File: src/rtl/seg_pkg.sv
// ============================================================================
// seg_pkg : shared constants for the eight-digit seven-segment scanner
// Rev 1.0 : initial release
// ============================================================================
`default_nettype none

package seg_pkg;

  localparam int NUM_DIGITS = 8;
  localparam int PRESCALE_W = 24;

  localparam logic [6:0] SEG_BLANK = 7'b1111111;

  // Active-low patterns, bit order seg[6:0] = {CG,CF,CE,CD,CC,CB,CA}
  localparam logic [6:0] HEX_SEG [16] = '{
    7'b1000000, 7'b1111001, 7'b0100100, 7'b0110000,
    7'b0011001, 7'b0010010, 7'b0000010, 7'b1111000,
    7'b0000000, 7'b0010000, 7'b0001000, 7'b0000011,
    7'b1000110, 7'b0100001, 7'b0000110, 7'b0001110
  };

endpackage

`default_nettype wire

File: src/rtl/hex_to_seg.sv
// ============================================================================
// hex_to_seg : combinational hex nibble to active-low seven-segment pattern
// Rev 1.0 : initial release
// ============================================================================
`default_nettype none

module hex_to_seg
  import seg_pkg::*;
(
  input  logic [3:0] nibble,
  output logic [6:0] seg
);

  assign seg = HEX_SEG[nibble];

endmodule

`default_nettype wire

File: src/rtl/seven_seg_scan.sv
// ============================================================================
// seven_seg_scan : time-multiplexed 8-digit hex display driver with a
//                  frame-synchronous shadow register (no tearing).
//                  Option macro: SEVEN_SEG_LEADING_ZERO_BLANK_EN
// Rev 1.0 : initial release
// ============================================================================
`default_nettype none

module seven_seg_scan
  import seg_pkg::*;
#(
  parameter int CLK_DIV = 100000
) (
  input  logic                    clk,
  input  logic                    rst,
  input  logic [4*NUM_DIGITS-1:0] data_in,
  output logic [NUM_DIGITS-1:0]   an,
  output logic [6:0]              seg,
  output logic                    dp,
  output logic                    frame_done
);

  localparam logic [PRESCALE_W-1:0] DIV_LAST  = PRESCALE_W'(CLK_DIV - 1);
  localparam logic [2:0]            LAST_SLOT = 3'(NUM_DIGITS - 1);

  logic [PRESCALE_W-1:0]   prescale;
  logic [2:0]              idx;
  logic [4*NUM_DIGITS-1:0] shadow;
  logic                    tick;
  logic                    frame_end;
  logic [3:0]              nibble;
  logic [6:0]              digit_seg;
  logic                    blank;

  assign tick      = (prescale == DIV_LAST);
  assign frame_end = tick && (idx == LAST_SLOT);

  always_ff @(posedge clk or negedge rst) begin
    if (!rst) begin
      prescale   <= '0;
      idx        <= '0;
      shadow     <= '0;
      frame_done <= 1'b0;
    end else begin
      prescale   <= tick ? '0 : prescale + PRESCALE_W'(1);
      if (tick) begin
        idx <= idx + 3'd1;
      end
      // Display data is only sampled at the frame seam so a frame never tears
      if (frame_end) begin
        shadow <= data_in;
      end
      frame_done <= frame_end;
    end
  end

  assign nibble = shadow[{idx, 2'b00} +: 4];

  hex_to_seg u_hex_to_seg (
    .nibble (nibble),
    .seg    (digit_seg)
  );

`ifdef SEVEN_SEG_LEADING_ZERO_BLANK_EN
  logic [2:0] msd;

  // Digit 0 is never blanked, so msd starts at 0
  always_comb begin
    msd = '0;
    for (int k = 1; k < NUM_DIGITS; k++) begin
      if (shadow[4*k +: 4] != 4'h0) begin
        msd = 3'(k);
      end
    end
  end

  assign blank = (idx > msd);
`else
  assign blank = 1'b0;
`endif

  assign an  = blank ? '1 : ~(NUM_DIGITS'(1) << idx);
  assign seg = blank ? SEG_BLANK : digit_seg;
  assign dp  = 1'b1;

endmodule

`default_nettype wire

File: config.mk
export PLATFORM = sky130hd
export DESIGN_NAME = seven_seg_scan
export DESIGN_NICKNAME = d
export VERILOG_FILES = /design/src/rtl/seg_pkg.sv /design/src/rtl/hex_to_seg.sv /design/src/rtl/seven_seg_scan.sv
export SDC_FILE = /design/constraint.sdc
export NUM_CORES = 1
export LEC_CHECK = 0
export BUFFER_PORTS_ARGS = -buffer_cell sky130_fd_sc_hd__buf_2
export CORE_MARGIN = 2
export CORE_UTILIZATION = 35
export DETAILED_ROUTE_END_ITERATION = 12
export PLACE_DENSITY = 0.56
export SYNTH_ARGS = -nofsm -noshare
export SYNTH_HDL_FRONTEND = slang
export SYNTH_SLANG_ARGS = --single-unit
File: constraint.sdc
create_clock -name clk -period 2.5 [get_ports clk]
set_clock_uncertainty 0.1 [all_clocks]
set_input_delay 0.375 -clock clk [delete_from_list [all_inputs] [get_ports clk]]
set_output_delay 0.375 -clock clk [all_outputs]
set_load 0.02 [all_outputs]
==> results of run 1 <==
==> cells in the final DEF (no fill, tap or decap), types with 5 or more instances in the layout <==
| cell | synthesis | layout |
|---|---|---|
| dfrtp_1 | 60 | 59 |
| buf_2 | 2 | 42 |
| mux2_1 | 30 | 30 |
| buf_4 | 5 | 24 |
| nand2_1 | 14 | 14 |
| xnor2_1 | 12 | 12 |
| clkbuf_8 | 0 | 11 |
| buf_6 | 1 | 11 |
| nand3_1 | 10 | 10 |
| xor2_1 | 10 | 10 |
| ha_1 | 12 | 9 |
| inv_1 | 10 | 8 |
| mux4_2 | 0 | 8 |
| nor2_1 | 8 | 8 |
| and4_1 | 6 | 6 |
| nor4_1 | 6 | 6 |
| mux2i_1 | 9 | 5 |
==> cells in the mapped netlist (2+ instances only) <==
cell | number | area [µm²]
nand3_1 | 10 | 50.1
or3_1 | 2 | 12.5
inv_1 | 10 | 37.5
nand2_1 | 14 | 52.6
o31ai_1 | 2 | 15.0
xnor2_1 | 12 | 105
mux2i_1 | 9 | 90.1
nor2_1 | 8 | 30.0
o21ai_0 | 3 | 15.0
nor4_1 | 6 | 37.5
buf_4 | 5 | 37.5
and4_1 | 6 | 52.6
nand4_1 | 4 | 25.0
clkbuf_1 | 2 | 7.51
nor3_1 | 4 | 20.0
ha_1 | 12 | 150
mux2_1 | 30 | 338
nor4b_1 | 3 | 26.3
buf_2 | 2 | 10.0
mux2i_4 | 2 | 45.0
nor3b_1 | 2 | 15.0
xor2_1 | 10 | 87.6
mux2_2 | 6 | 67.6
mux4_1 | 8 | 210
dfrtp_1 | 60 | 1500
==> sequential cells by signal (all words and copies together), names as in the netlist <==
signal      flops
prescale       24
idx             3
frame_done      1
shadow         32
==> repair_timing <==
action / in CTS / in global routing
endpoints found under the setup margin: 7 / 7
gates resized for setup: 29 / 4
pin swaps: 7 / 0
hold buffers: 1 / 0
endpoints found under the hold margin: 23 / 0
setup buffers: 3 / 6
==> path summary, 6_finish.rpt <==
kind                                           to  slack, ns  cells after the start
max                                        seg[0]      -0.42                      8
min                         shadow[0]$_DFFE_PN0P_       0.15                      2
max in group asynchronous      idx[2]$_DFFE_PN0N_       1.20                      3
min in group asynchronous    frame_done$_DFF_PN0_       0.47                      2
min reg2reg                prescale[23]$_DFF_PN0_       0.37                      1
max reg2reg                shadow[18]$_DFFE_PN0P_       0.16                      9
==> power groups by stage <==
stage | clock network (W) | registers [W] | logic [W]
final | 0.00109 | 0.000971 | 0.0000522
after global routing | 0.00116 | 0.000970 | 0.0000603
after CTS | 0.00112 | 0.000970 | 0.0000549
after detailed placement | 0 | 0.000989 | 0.0000538
after global placement | 0 | 0.000989 | 0.0000538
after floorplan | 0 | 0.000989 | 0.00000297
==> layer usage <==
layer	vias up	wire length, µm	GRT usage (%)
li1	1038	-	-
met5	-	0	0
met3	14	266	4.04
met1	1078	3230	20.0
met4	0	151	7.38
met2	36	3030	22.5
==> worst max-delay path: stages (launching register included) <==
cell     delay, ns
dfrtp_1       0.40
buf_6         0.15
mux4_2        0.53
mux2i_4       0.23
inv_2         0.10
ha_4          0.18
and3_4        0.14
a211o_1       0.25
buf_6         0.14
==> cell type report <==
class                           count  area [µm²]
Timing Repair Buffer               80         564
Fill cell                         791        4600
Inverter                           11        41.3
Clock inverter                      4        95.1
Multi-Input combinational cell    164        1630
Clock buffer                       12         155
Tap cell                          108         135
Sequential cell                    60        1500
==> cell families after synthesis <==
kind of cell / count (synthesis)
simple gates: 65
flops: 60
mux: 55
xor+xnor: 22
buf+inv: 21
fa+ha+maj: 12
compound gates: 9
other cells: 1
==> per-stage QoR <==
step / TNS [ns] / util (%) / instance area (µm²)
floorplan: 0 / - / 3200
global placement: -0.239 / 42.3 / 3690
detailed placement: -0.572 / 42.3 / 3690
CTS: -2.78 / 46.6 / 4060
global route: -3.38 / 47.2 / 4120
finish: -2.67 / 47.2 / 4120
==> metrics.txt, run 1 <==
status=finished, violations left; failing checks=setup timing; Top Ports=51; Post-Syn Area per Cell=about 13 µm²; Core Region=8720 µm²; gr usage total=15.0%; Int Pwr=about 0.0017 W; largest family of logic cells by synthesized area=multiplexers; DP Worst Slack=-0.120 ns; CP Data Arrival Time=about 2.5 ns; ys async rst share=100%; compound-gate portion of the synthesized area=1.95%; GPL Wtd Cong=approximately 0.75; sw power=around 0.0004 W; Worst-Margin Slew=about 0.58 ns; global-route wire length before repair=roughly 11 mm; worst vdd ir=303 µV; later-pin clock latency in the skew report=0.33 ns; Synth Register Bits=60; Die X=roughly 99 µm; Clock Sinks=60; Critical Path End Type=output pin; Area Overhead vs Synth=30.8%; Post-synth EDFFs=0; Synthesis Warnings=0; post-route setup slack=-0.422 ns; Finished Layout Cells=~440; vias per cell=4.93; post-synthesis sequential area ratio=between 40% and 50%; Final period util=117%; minimum clock period=2.92 ns; Initial Utilization=36.1%; Slew Limit Fails=0; Net Count, Synth=291; unrepaired setup endpoints after global routing=yes; XOR/XNOR share of the synthesized area=under 10%; hold_sp=data_in[0]; layout cells sized above 1=approximately 39%; Setup-failing EPs final=7; Pre-antenna DRT Iters=4; mux share of post-synthesis cell area=a little under a quarter; htree depth=3; Post-Synth Simple-Gate Area=12.2%; Worst-path clk slew=~0.070 ns; maximum buffer depth of the clock tree=2; switching share of power=a little under a fifth; DP HPWL=approximately 4.8 mm; Max FO, Critical Path=5; Max-cap violations=0; final WL=6.68 mm; DR iter-0 viols=between 90 and 100; clock share of power=51.5%; CP Launch Type=flop; combinational cell fraction of total power=between 2 and 3%; routed len/inst=15.2 µm; Core Rows=34; Fmax achieved=between 300 and 400 MHz; Final Power=approximately 0.0021 W; CTS root buf=clkbuf_8; number of global-route vias before repair=approximately 2300; normalized max-slew margin=approximately 61%; GRT overflow=0; Final #Nets=372; Min Hold Slack=0.147 ns; drt drc=0; Synth Cell Area=about 3200 µm²; LEAKAGE=2.00 nW; power density over cell area=a little over 500 nW/µm²; Inserted Diodes=0; Post-Synth Adder-Cell Area=4.77%; Flop pwr share=46.0%; Crit Reg-Reg Startpoint=idx[0]$_DFFE_PN0N_; CTS tree=built; min-delay worst type=input port to flop; die area=~10000 µm²; Final Hold Fails=0; Critical Path Start=idx[0]$_DFFE_PN0N_; DR vias=roughly 2200; Cells after DPL=413; Crit Path Class=flop to output pin; dominant synthesized flop cell=dfrtp_1; Worst EP required=about 2.0 ns; CTS Buf Count=9; DIE HEIGHT=just under 100 µm; largest net degree at the start of global routing=38; Mapped Cells=245; Netlist cell types=38; initial antenna violation count=0; post-route ant nets=0; I/O Buffers=between 40 and 50
Power figures use the tool's default switching activity.
==> run 2: changes to the inputs <==
- GPL_TIMING_DRIVEN: not set -> 0
==> metrics.txt, run 2 (synthesized netlist as in run 1, its figures left out) <==
status=finished, violations left; failing checks=setup timing; worst vdd ir=268 µV (-12%); drt drc=0 (unchanged); power density over cell area=472 nW/µm² (-7.8%); maximum buffer depth of the clock tree=2 (unchanged); Max-cap violations=0 (unchanged); most frequent cells in the layout=dfrtp_1, buf_2, mux2_1; number of global-route vias before repair=2083 (-8.0%); post-route ant nets=0 (unchanged); LEAKAGE=1.97 nW (-1.6%); Worst EP required=2.03 ns (about the same); routed len/inst=15.1 µm (-0.58%); Reg2Reg Setup Slack=0.12 ns (-0.04 ns); minimum clock period=2.97 ns (+0.0483 ns); DP HPWL=4.58 mm (-5.5%); post-route setup slack=-0.470 ns (-0.0483 ns); reg2reg path depth=8 (-1); Worst-path clk slew=0.06 ns (about the same); Slew Limit Fails=0 (unchanged); DIE HEIGHT=98.9 µm (unchanged); GRT busiest layer=met2; Setup-failing EPs final=7 (unchanged); DR iter-0 viols=87 (-6.5%); Crit Path Class=flop to output pin; Core Rows=34 (unchanged); most common cell after layout, fill and taps aside=dfrtp_1; final WL=6.52 mm (-2.4%); Top Ports=51 (unchanged); Critical Path End Type=output pin; Final #Nets=364 (-2.2%); Final Hold Fails=0 (unchanged); CTS tree=built; met1 layer usage reported by global route=20.2% (+0.27 points); Max FO, Critical Path=5 (unchanged); met3 GRT Util=2.48% (-1.6 points); Min Hold Slack=0.0208 ns (-0.126 ns); later-pin clock latency in the skew report=0.32 ns (about the same); Worst-Margin Slew=0.814 ns (+0.230 ns); Pre-antenna DRT Iters=4 (unchanged); Finished Layout Cells=431 (-1.8%); quantity of hold-fixing buffers added after cts=0 (-1); Inserted Diodes=0 (unchanged); Core Region=8720 µm² (unchanged); Layout Utilization=45.9% (-1.3 points); Cells after DPL=402 (-2.7%); max reg flops=32 (unchanged); met2 Use GR=21.5% (-0.99 points); global-route wire length before repair=10.8 mm (-3.4%); Clock Sinks=60 (unchanged); CTS Buf Count=9 (unchanged); Fmax achieved=337 MHz (-1.6%); htree depth=3 (unchanged); Crit Reg-Reg Endpoint=shadow[11]$_DFFE_PN0P_; Area Overhead vs Synth=27.0%; Largest regs=shadow (32), prescale (24), idx (3); normalized max-slew margin=45.3% (-16 points); DP Worst Slack=-0.479 ns (-0.359 ns); CP Launch Type=flop; number of fill cells=790 (-0.13%); Crit Reg-Reg Startpoint=prescale[0]$_DFF_PN0_; Initial Utilization=36.1% (unchanged); DR vias=2131 (-1.6%); largest net degree at the start of global routing=61 (+61%); CTS root buf=clkbuf_8; GRT overflow=0 (unchanged); unrepaired setup endpoints after global routing=yes; Final period util=119% (+1.9 points); CP Data Arrival Time=2.50 ns (+0.05 ns); Most flops, register=shadow; layout cells sized above 1=37.5% (-1.2 points); Final TNS setup=-3.01 ns (-0.341 ns); I/O Buffers=49 (unchanged); GPL Wtd Cong=0.800 (+6.8%); Die X=98.9 µm (unchanged); gr usage total=14.1% (-0.85 points); initial antenna violation count=0 (unchanged); die area=9780 µm² (unchanged); min-delay worst type=input port to async pin; vias per cell=4.94 (+0.21%)
run 2: critical path: stages (launching register included):
cell	delay, ns
dfrtp_1	0.42
buf_6	0.16
mux4_2	0.54
mux2i_4	0.26
inv_2	0.09
ha_4	0.18
and3_4	0.14
a211o_1	0.24
buf_6	0.14
run 2: layout make-up:
type | instances | area [µm²] | share of cell area (%)
clock inverter | 4 | 47.5 | 1.19
buffer | 10 | 80.1 | 2.00
inverter | 11 | 41.3 | 1.03
multi-input combinational | 164 | 1660 | 41.4
timing repair buffer | 62 | 384 | 9.60
clock buffer | 12 | 155 | 3.88
sequential | 60 | 1500 | 37.5
tap | 108 | 135 | 3.38
run 2: power by group:
group	total [W]	switching, W	internal, W
Clock	0.000871	0.000360	0.000512
Combinational	0.0000484	0.0000286	0.0000198
Sequential	0.000971	0	0.000971
run 2: timing repair:
item	CTS	global route
pin swaps	7	2
buffers inserted	7	4
gates resized for setup	23	13
cloned	1	1
setup endpoints to repair	24	38
run 2: how the worst max path moves through the flow:
| stage | startpoint | to | slack [ns] | cells after the start |
|---|---|---|---|---|
| 2_1_floorplan | idx[0]$_DFFE_PN0N_ | seg[0] | 0.008 | 7 |
| 5_1_grt | idx[0]$_DFFE_PN0N_ | seg[4] | -0.58 | 8 |
| 3_3_place_gp | idx[2]$_DFFE_PN0N_ | seg[0] | -0.48 | 8 |
| 3_5_place_dp | idx[2]$_DFFE_PN0N_ | seg[4] | -0.48 | 8 |
| 6_report | idx[0]$_DFFE_PN0N_ | seg[0] | -0.47 | 8 |
| 4_1_cts | idx[0]$_DFFE_PN0N_ | seg[4] | -0.46 | 8 |
run 2: metrics by stage:
step / power, W / instance area (µm²)
final: 0.00189 / 4000
after global routing: 0.00197 / 4000
after CTS: 0.00192 / 3910
after detailed placement: 0.00104 / 3580
after global placement: 0.00104 / 3580
after floorplan: 0.000992 / 3200
run 2: layer usage:
layer,vias to the layer above,part of all wire (%)
met5,-,0
met3,9,2.8
met1,1058,49
met2,32,47
met4,0,1.2
li1,1032,-
==> run 3: changes to the inputs <==
- ABC_CLOCK_PERIOD_IN_PS: not set -> 2500
- PLACE_DENSITY: 0.56 -> 0.58
==> metrics.txt, run 3 (synthesized netlist as in run 1, its figures left out) <==
Final period util=119% (+0.57 points); placed cell area=3580 µm² (unchanged); gr usage total=15.0% (+0.89 points); Cell Chain, Critical Path=buf_8, mux4_2, mux2i_4, inv_2, ha_4, buf_4, mux2i_1, o2bb2ai_1, buf_2; final WL=6.95 mm (+6.6%); Flop pwr share=56.0% (+4.6 points); Top Ports=51 (unchanged); DR iter-0 viols=102 (+17%); clock share of power=41.3% (-4.8 points); Core Region=8720 µm² (unchanged); combinational cell fraction of total power=2.8% (+0.2 points); most common cell after layout, fill and taps aside=dfrtp_1; Die X=98.9 µm (unchanged); switching share of power=23.1% (+2.6 points); Inserted Diodes=0 (unchanged); maximum buffer depth of the clock tree=2 (unchanged); Reg area=1500 µm² (unchanged); DIE HEIGHT=98.9 µm (unchanged); Slew Limit Fails=0 (unchanged); Clock Sinks=60 (unchanged); Cells after DPL=402 (unchanged); Layout Utilization=45.4% (-0.52 points); status=finished, violations left; sw power=0.000401 W (+3.2%); routed len/inst=16.1 µm (+6.6%); most frequent cells in the layout=dfrtp_1, buf_2, mux2_1; I/O Buffers=49 (unchanged); power density over cell area=438 nW/µm² (-7.2%); minimum clock period=2.98 ns (+0.0143 ns); largest net degree at the start of global routing=61 (unchanged); Reg2Reg Setup Slack=0.19 ns (+0.07 ns); post-route ant nets=0 (unchanged); initial antenna violation count=0 (unchanged); worst path bufs/invs=4 (+1); Setup-failing EPs final=7 (unchanged); GPL Wtd Cong=0.809 (+1.2%); number of global-route vias before repair=2190 (+5.1%); CTS tree=built; later-pin clock latency in the skew report=0.34 ns (+0.02 ns); CTS root buf=clkbuf_8; Int Pwr=0.00133 W (-11%); CP Data Arrival Time=2.51 ns (about the same); Finished Layout Cells=431 (unchanged); Crit-path slowest cell=mux4_2; Max FO, Critical Path=5 (unchanged); Initial Utilization=36.1% (unchanged); Max-cap violations=0 (unchanged); failing checks=hold timing, setup timing; GRT overflow=0 (unchanged); multi-input logic area=1630 µm² (-1.5%); Final Hold Fails=3 (+3); Final #Nets=365 (+0.27%); min-delay worst type=input port to async pin; Fmax achieved=335 MHz (-0.48%); Area Overhead vs Synth=25.6%; CTS Buf Count=9 (unchanged); number of fill cells=815 (+3.2%); worst vdd ir=244 µV (-9.1%); CP peak stage delay=0.53 ns (about the same); Most flops, register=shadow; DP HPWL=4.67 mm (+2.0%); LEAKAGE=1.94 nW (-1.6%); delay-heaviest family, CP=multiplexers; final non-filler cell area=3960 µm² (-1.1%); global-route wire length before repair=11.4 mm (+5.3%); CP Launch Type=flop; layout cells sized above 1=37.2% (-0.31 points); max reg flops=32 (unchanged); post-route setup slack=-0.485 ns (-0.0143 ns); Worst-Margin Slew=0.795 ns (-0.0191 ns); Min Hold Slack=-0.00644 ns (-0.0273 ns); Largest regs=shadow (32), prescale (24), idx (3); htree depth=3 (unchanged); DR vias=2169 (+1.8%); vias per cell=5.03 (+1.8%); quantity of hold-fixing buffers added after cts=0 (unchanged); Worst-path clk slew=0.07 ns (about the same); die area=9780 µm² (unchanged); Crit Path Class=flop to output pin; unrepaired setup endpoints after global routing=yes; normalized max-slew margin=46.5% (+1.3 points); Critical Path End Type=output pin; Pre-antenna DRT Iters=4 (unchanged); Core Rows=34 (unchanged); Final TNS setup=-2.93 ns (+0.0852 ns); Worst EP required=2.03 ns (about the same); drt drc=0 (unchanged)
-- run 3: changes by cell type in the layout (fill, tap and decap cells not counted), sizes merged --
cell / delta
bufinv: -1
clkbuf: -4
clkinv: +3
buf: +2
-- run 3: worst paths after layout --
path | from | end | cells past startpoint
setup / recovery | idx[0]$_DFFE_PN0N_ | seg[6] | 9
hold / removal | rst | prescale[10]$_DFF_PN0_ | 1
setup reg to reg | prescale[0]$_DFF_PN0_ | shadow[15]$_DFFE_PN0P_ | 8
hold reg to reg | prescale[23]$_DFF_PN0_ | prescale[23]$_DFF_PN0_ | 1
max in group asynchronous | rst | idx[0]$_DFFE_PN0N_ | 1
min in group clk | data_in[31] | shadow[31]$_DFFE_PN0P_ | 2
-- run 3: what timing repair did --
action / 4_1_cts / 5_1_grt
setup buffers: 8 / 6
resized for setup: 22 / 10
gates cloned: 1 / 0
endpoints found under the setup margin: 8 / 37
pin swaps: 5 / 3
-- run 3: routing by layer --
layer	up-vias	routed length [µm]	global-route usage (%)
li1	1031	-	-
met1	1080	3240	21.0
met2	50	3300	23.0
met3	8	339	4.04
met4	0	70	4.43
met5	-	0	0
-- run 3: final cells by class --
type	instances	area share, %
clock buffer	9	3.13
multi-input combinational	164	41.2
inverter	11	1.04
buffer	10	2.31
sequential	60	38.0
tap	108	3.41
timing repair buffer	63	10.1
clock inverter	6	0.822
-- run 3: stage by stage --
stage / total power [W] / worst slack (ns)
floorplan: 0.000992 / 0.00816
global placement: 0.00104 / -0.516
detailed placement: 0.00104 / -0.561
CTS: 0.00176 / -0.493
global route: 0.00182 / -0.565
finish: 0.00174 / -0.485
-- run 3: worst register-to-register path: stages, from the launching register on --
cell and delay, ns:
dfrtp_1 0.39, ha_1 0.23, and4_1 0.20, buf_2 0.18, nand4_2 0.19, nor4_4 0.17, buf_4 0.18, buf_4 0.20
mux2_1 0.34
-- run 3: power groups by stage --
stage / Combinational, W / Sequential [W] / Clock (W)
after floorplan: 0.00000297 / 0.000989 / 0
after global placement: 0.0000502 / 0.000989 / 0
after detailed placement: 0.0000497 / 0.000989 / 0
after CTS: 0.0000497 / 0.000971 / 0.000740
after global routing: 0.0000556 / 0.000970 / 0.000798
final: 0.0000478 / 0.000971 / 0.000716
